$ cat src/rtl/pipe_skid_reg.sv
// pipe_skid_reg
//   Two-entry ready/valid pipeline register with a skid slot. in_ready comes
//   straight from a flop, so there is no combinational path from out_ready back
//   upstream. The block still sustains one transfer per clock.
//
// Ports
//   clk        : clock; all state updates on the rising edge
//   rst        : asynchronous reset, active low
//   in_valid   : upstream offers in_data
//   in_ready   : block accepts in_data this cycle (registered)
//   in_data    : upstream payload, WIDTH bits
//   flush      : synchronous kill of all held entries; beats every other event
//   out_valid  : out_data holds a valid entry
//   out_ready  : downstream consumes out_data this cycle
//   out_data   : oldest held payload (main register contents, also when idle)
//   occupancy  : number of held entries, 0..2
//   stall_cnt  : saturating count of cycles with out_valid=1 and out_ready=0
module pipe_skid_reg #(
    parameter int               WIDTH     = 32,
    parameter logic [WIDTH-1:0] RESET_VAL = '0,
    parameter int               CNT_W     = 16
) (
    input  logic             clk,
    input  logic             rst,
    input  logic             in_valid,
    output logic             in_ready,
    input  logic [WIDTH-1:0] in_data,
    input  logic             flush,
    output logic             out_valid,
    input  logic             out_ready,
    output logic [WIDTH-1:0] out_data,
    output logic [1:0]       occupancy,
    output logic [CNT_W-1:0] stall_cnt
);

    // The encoding doubles as the occupancy value.
    typedef enum logic [1:0] {
        EMPTY = 2'd0,
        ONE   = 2'd1,
        FULL  = 2'd2
    } state_t;

    state_t           state_q, state_d;
    logic [WIDTH-1:0] main_q, main_d;
    logic [WIDTH-1:0] skid_q, skid_d;
    logic             in_ready_q, in_ready_d;
    logic [CNT_W-1:0] stall_q, stall_d;

    logic in_acc;
    logic out_acc;

    function automatic logic [CNT_W-1:0] sat_inc(input logic [CNT_W-1:0] v);
        if (v == {CNT_W{1'b1}}) begin
            return v;
        end
        return v + CNT_W'(1);
    endfunction

    assign out_valid = (state_q != EMPTY);
    assign in_ready  = in_ready_q;
    assign out_data  = main_q;
    assign occupancy = state_q;
    assign stall_cnt = stall_q;

    assign in_acc  = in_valid & in_ready_q;
    assign out_acc = out_valid & out_ready;

    always_comb begin
        state_d = state_q;
        main_d  = main_q;
        skid_d  = skid_q;

        case (state_q)
            EMPTY: begin
                if (in_acc) begin
                    main_d  = in_data;
                    state_d = ONE;
                end
            end
            ONE: begin
                if (in_acc && out_acc) begin
                    main_d = in_data;
                end else if (in_acc) begin
                    skid_d  = in_data;
                    state_d = FULL;
                end else if (out_acc) begin
                    state_d = EMPTY;
                end
            end
            FULL: begin
                // in_ready_q is low here, so only the drain side can move.
                if (out_acc) begin
                    main_d  = skid_q;
                    state_d = ONE;
                end
            end
            default: begin
                state_d = EMPTY;
            end
        endcase

        // Flush discards everything, including a payload offered this cycle.
        if (flush) begin
            state_d = EMPTY;
            main_d  = main_q;
            skid_d  = skid_q;
        end

        // in_ready is precomputed for the next cycle from the next state.
        in_ready_d = (state_d != FULL);

        // Stall accounting ignores flush.
        stall_d = stall_q;
        if (out_valid && !out_ready) begin
            stall_d = sat_inc(stall_q);
        end
    end

    always_ff @(posedge clk or negedge rst) begin
        if (!rst) begin
            state_q    <= EMPTY;
            main_q     <= RESET_VAL;
            skid_q     <= RESET_VAL;
            in_ready_q <= 1'b0;
            stall_q    <= '0;
        end else begin
            state_q    <= state_d;
            main_q     <= main_d;
            skid_q     <= skid_d;
            in_ready_q <= in_ready_d;
            stall_q    <= stall_d;
        end
    end

endmodule

$ cat config.mk
export PLATFORM = sky130hd
export DESIGN_NAME = pipe_skid_reg
export DESIGN_NICKNAME = d
export VERILOG_FILES = /design/src/rtl/pipe_skid_reg.sv
export SDC_FILE = /design/constraint.sdc
export NUM_CORES = 1
export LEC_CHECK = 0
export BUFFER_PORTS_ARGS = -buffer_cell sky130_fd_sc_hd__buf_2
export CAP_MARGIN = 20
export CORE_MARGIN = 2
export CORE_UTILIZATION = 48
export DETAILED_ROUTE_END_ITERATION = 7
export PLACE_DENSITY = 0.73
export SLEW_MARGIN = 10
export SYNTH_ARGS = -nofsm -noshare
export SYNTH_HDL_FRONTEND = slang
export SYNTH_SLANG_ARGS = --single-unit
$ cat constraint.sdc
create_clock -name clk -period 1.6 [get_ports clk]
set_clock_uncertainty 0.05 [all_clocks]
set_input_delay 0.08 -clock clk [delete_from_list [all_inputs] [get_ports clk]]
set_output_delay 0.08 -clock clk [all_outputs]
set_load 0.02 [all_outputs]
==> results.md <==
- Register area share after synthesis: 55.3%
- # H-tree levels: 3
- Leakage power: 2.84 nW
- Crit Path Class: reg2reg
- Total core area: 0.00765 mm²
- Util after Layout: 74.2%
- Final WS setup: -0.0991 ns
- Synth warn: 0
- Design Area, Final: 0.00568 mm²
- Number of max-cap violations: 0
- Fillcell total: 529
- # DRC: 0
- Fmax achieved: 589 MHz
- Average cell area after synthesis: 14.4 µm²
- Nets@finish: 473
- Antenna cells: 0
- Placed Cells: 464
- Worst vdd ir: 0.859 mV
- Post-DR wirelength/cell: 16.9 µm
- Worst path cell trace: buf_6 > and3b_2 > nand3b_1 > buf_6 > clkbuf_16 > mux2_2
- Layout Cells excl Fill: 542
- Port bufs: 88
- Syn_nets: 299
- Crit path DAT: 1.89 ns
- Total gr overflow: 0
- Worst setup path start: occupancy[1]
- Leading area contributor after synthesis: dfrtp_1
- Worst-case clock buffer depth: 2
- Synth top cells by count: mux2_2 (97), dfrtp_1 (83), xor2_1 (14), buf_2 (8)
- Setup repair after global routing missed its margin: yes
- Worst-path clk slew: 0.09 ns
- Initial antenna violation count: 0
- Post-synth top area share: 55.3%
- Cell mode on critical path: buf_6
- Antenna viol nets, final: 0
- Global-route wire length before repair: 13400 µm
- CTS Buf Count: 9
- Number of global-route vias before repair: 2884
- Area growth from synthesis to layout: 51.0%
- Delay of the slowest cell on the worst path: 0.45 ns
- Count of unique library cells instantiated by Yosys: 36
- Post-Place Setup Slack: -0.0325 ns
- Post-Syn Instances: 261
- Cell Area, Placed: 0.00456 mm²
- Main synth FF type: dfrtp_1
- Maximum fanout along the worst path: 8
- Status: complete, but fails checks
- Fin crit share: 106%
- Clock Latency Late Sink: 0.35 ns
- Compound-gate portion of the synthesized area: 1.10%
- Die area: 0.00855 mm²
- DP HPWL: 5240 µm
- Drt pass-1 iters: 4
- Synth Area in XOR/XNOR: 3.26%
- Final Setup Violations: 67
- Worst relative slew slack: 73.7%
- Pins Over Slew Limit: 0
- Hold/Removal Path Class: in2async
- R2r startpoint: occupancy[1]
- Worst-Margin Slew: 0.394 ns
- Std-Cell Rows: 32
- Gr usage total: 20.0%
- P per Cell Area: 1110 mW/mm²
- Largest net degree at the start of global routing: 43
- WP data required: 1.79 ns
- RD Place Congestion: 0.800
- Simple-gate portion of the synthesized area: 8.23%
- Largest family of logic cells by synthesized area: multiplexers
- CTS sink count: 83
- Slowest cell on crit path: dfrtp_2
- Clk Tree Root Cell: clkbuf_8
- Total chip power: 6.32 mW
- Adder-cell share of the synthesized area: 0.333%
- FF+latch area: 0.00210 mm²
- TritonCTS clock tree: built
- Die W: 92.5 µm
- Largest cells by area after synthesis: dfrtp_1 (55%), mux2_2 (29%), xor2_1 (3.3%), buf_2 (1.1%), nand3_1 (0.93%)
- Startpoint types: flip-flop
- Via count: 2756
- Yosys reg bits: 83
- Initial DRC count: 72
- Violated checks: setup timing
- Ys async rst share: 100%
- Min Tclk post-route: 1.70 ns
- Die Ht: 92.5 µm
- Vias per cell: 5.08
- Most frequent cell after synthesis: mux2_2
- Layout cells sized above 1: 65.5%
- Mux contribution to synthesized area: 29.6%
- I/O Pins: 89
- Crit end category: flip-flop
- Synth Cell Area: 0.00376 mm²
- Initial core utilization: 49.1%
- Final Hold Fails: 0
- Total Routed Length: 9180 µm
- Post-synth EDFFs: 0
- Multi-input logic area: 0.00180 mm²
-- per-layer routing --
| layer | vias to the layer above | track usage [%] | part of all wire, % | routed length [µm] |
|---|---|---|---|---|
| met2 | 65 | 34.2 | 50 | 4630 |
| met3 | 17 | 3.91 | 3.4 | 309 |
| li1 | 1290 | - | - | - |
| met1 | 1384 | 24.2 | 44 | 4020 |
| met4 | 0 | 9.83 | 2.3 | 214 |
| met5 | - | 0 | 0 | 0 |
-- cell usage in the layout (no fill, tap or decap), types with 2 or more instances in the layout --
cell           netlist  final
and3b_2              0      2
buf_12               0      6
buf_16               0      2
buf_2                8     86
buf_4                3     30
buf_6                1     10
buf_8                0      2
bufinv_16            0      2
clkbuf_16            0      4
clkbuf_8             0      9
clkinvlp_4           0      2
dfrtp_1             83     68
dfrtp_2              0     15
dlygate4sd3_1        0     35
mux2_2              97     66
mux2_4               0     32
nand2_1              7      6
nand3_1              7      6
nand4_1              3      3
nor2_1               2      2
nor3_1               5      4
nor4_1               3      3
nor4_4               1      3
xor2_1              14     14
-- worst max-delay path, delay by kind of cell (launching register included) --
family	cells	cell delay [ns]
buffers and inverters	3	0.46
DFF	1	0.45
and+or+nand+nor	2	0.37
muxes	1	0.27
-- where the power goes --
| part | switching (mW) | total [mW] | internal [mW] |
|---|---|---|---|
| logic | 0.808 | 1.75 | 0.946 |
| clock network | 0.777 | 1.66 | 0.882 |
| registers | 0.310 | 2.91 | 2.60 |
-- timing repair --
| item | in CTS | in global routing |
|---|---|---|
| gates resized for setup | 12 | 49 |
| hold buffers | 35 | 0 |
| setup buffers | 8 | 12 |
| cloned | 2 | 5 |
| pin swaps | 4 | 7 |
| endpoints found under the setup margin | 40 | 81 |
| hold endpoints to repair | 118 | 0 |
-- path summary, 6_finish.rpt --
check | endpoint | slack, ns | depth (start not counted)
setup / recovery | skid_q[24] | -0.1 | 6
hold / removal | out_data[15] | 0.19 | 2
setup reg to reg | skid_q[24] | -0.1 | 6
hold reg to reg | stall_cnt[7] | 0.46 | 1
max in group asynchronous | stall_cnt[10] | 0.74 | 3
min in group clk | occupancy[0] | 0.25 | 5
-- layout make-up --
class	count	area share, %
Clock buffer	10	2.25
Timing Repair Buffer	175	25.1
Tap cell	102	2.25
Sequential cell	83	36.9
Clock inverter	6	1.57
Inverter	2	0.132
Multi-Input combinational cell	164	31.8
-- cells by family (layout without fill, tap and decap cells) --
logic type / after synthesis / in the layout
fa+ha+maj: 1 / 1
simple gates: 45 / 45
mux: 99 / 99
compound gates: 5 / 5
buf+inv: 14 / 193
xor+xnor: 14 / 14
flops: 83 / 83
-- flip-flops by register name, summed over array words and instances (netlist names) --
signal     count
occupancy      2
in_ready       1
out_data      32
skid_q        32
stall_cnt     16
-- metrics by stage --
stage | setup TNS [ns] | hold slack (ns)
detailed placement | -0.594 | -0.0179
global route | -7.65 | 0.201
floorplan | -0.0462 | -0.266
global placement | 0 | -0.0234
CTS | -0.345 | 0.165
finish | -3.93 | 0.190
No activity file was read; power rests on OpenSTA's default activity.
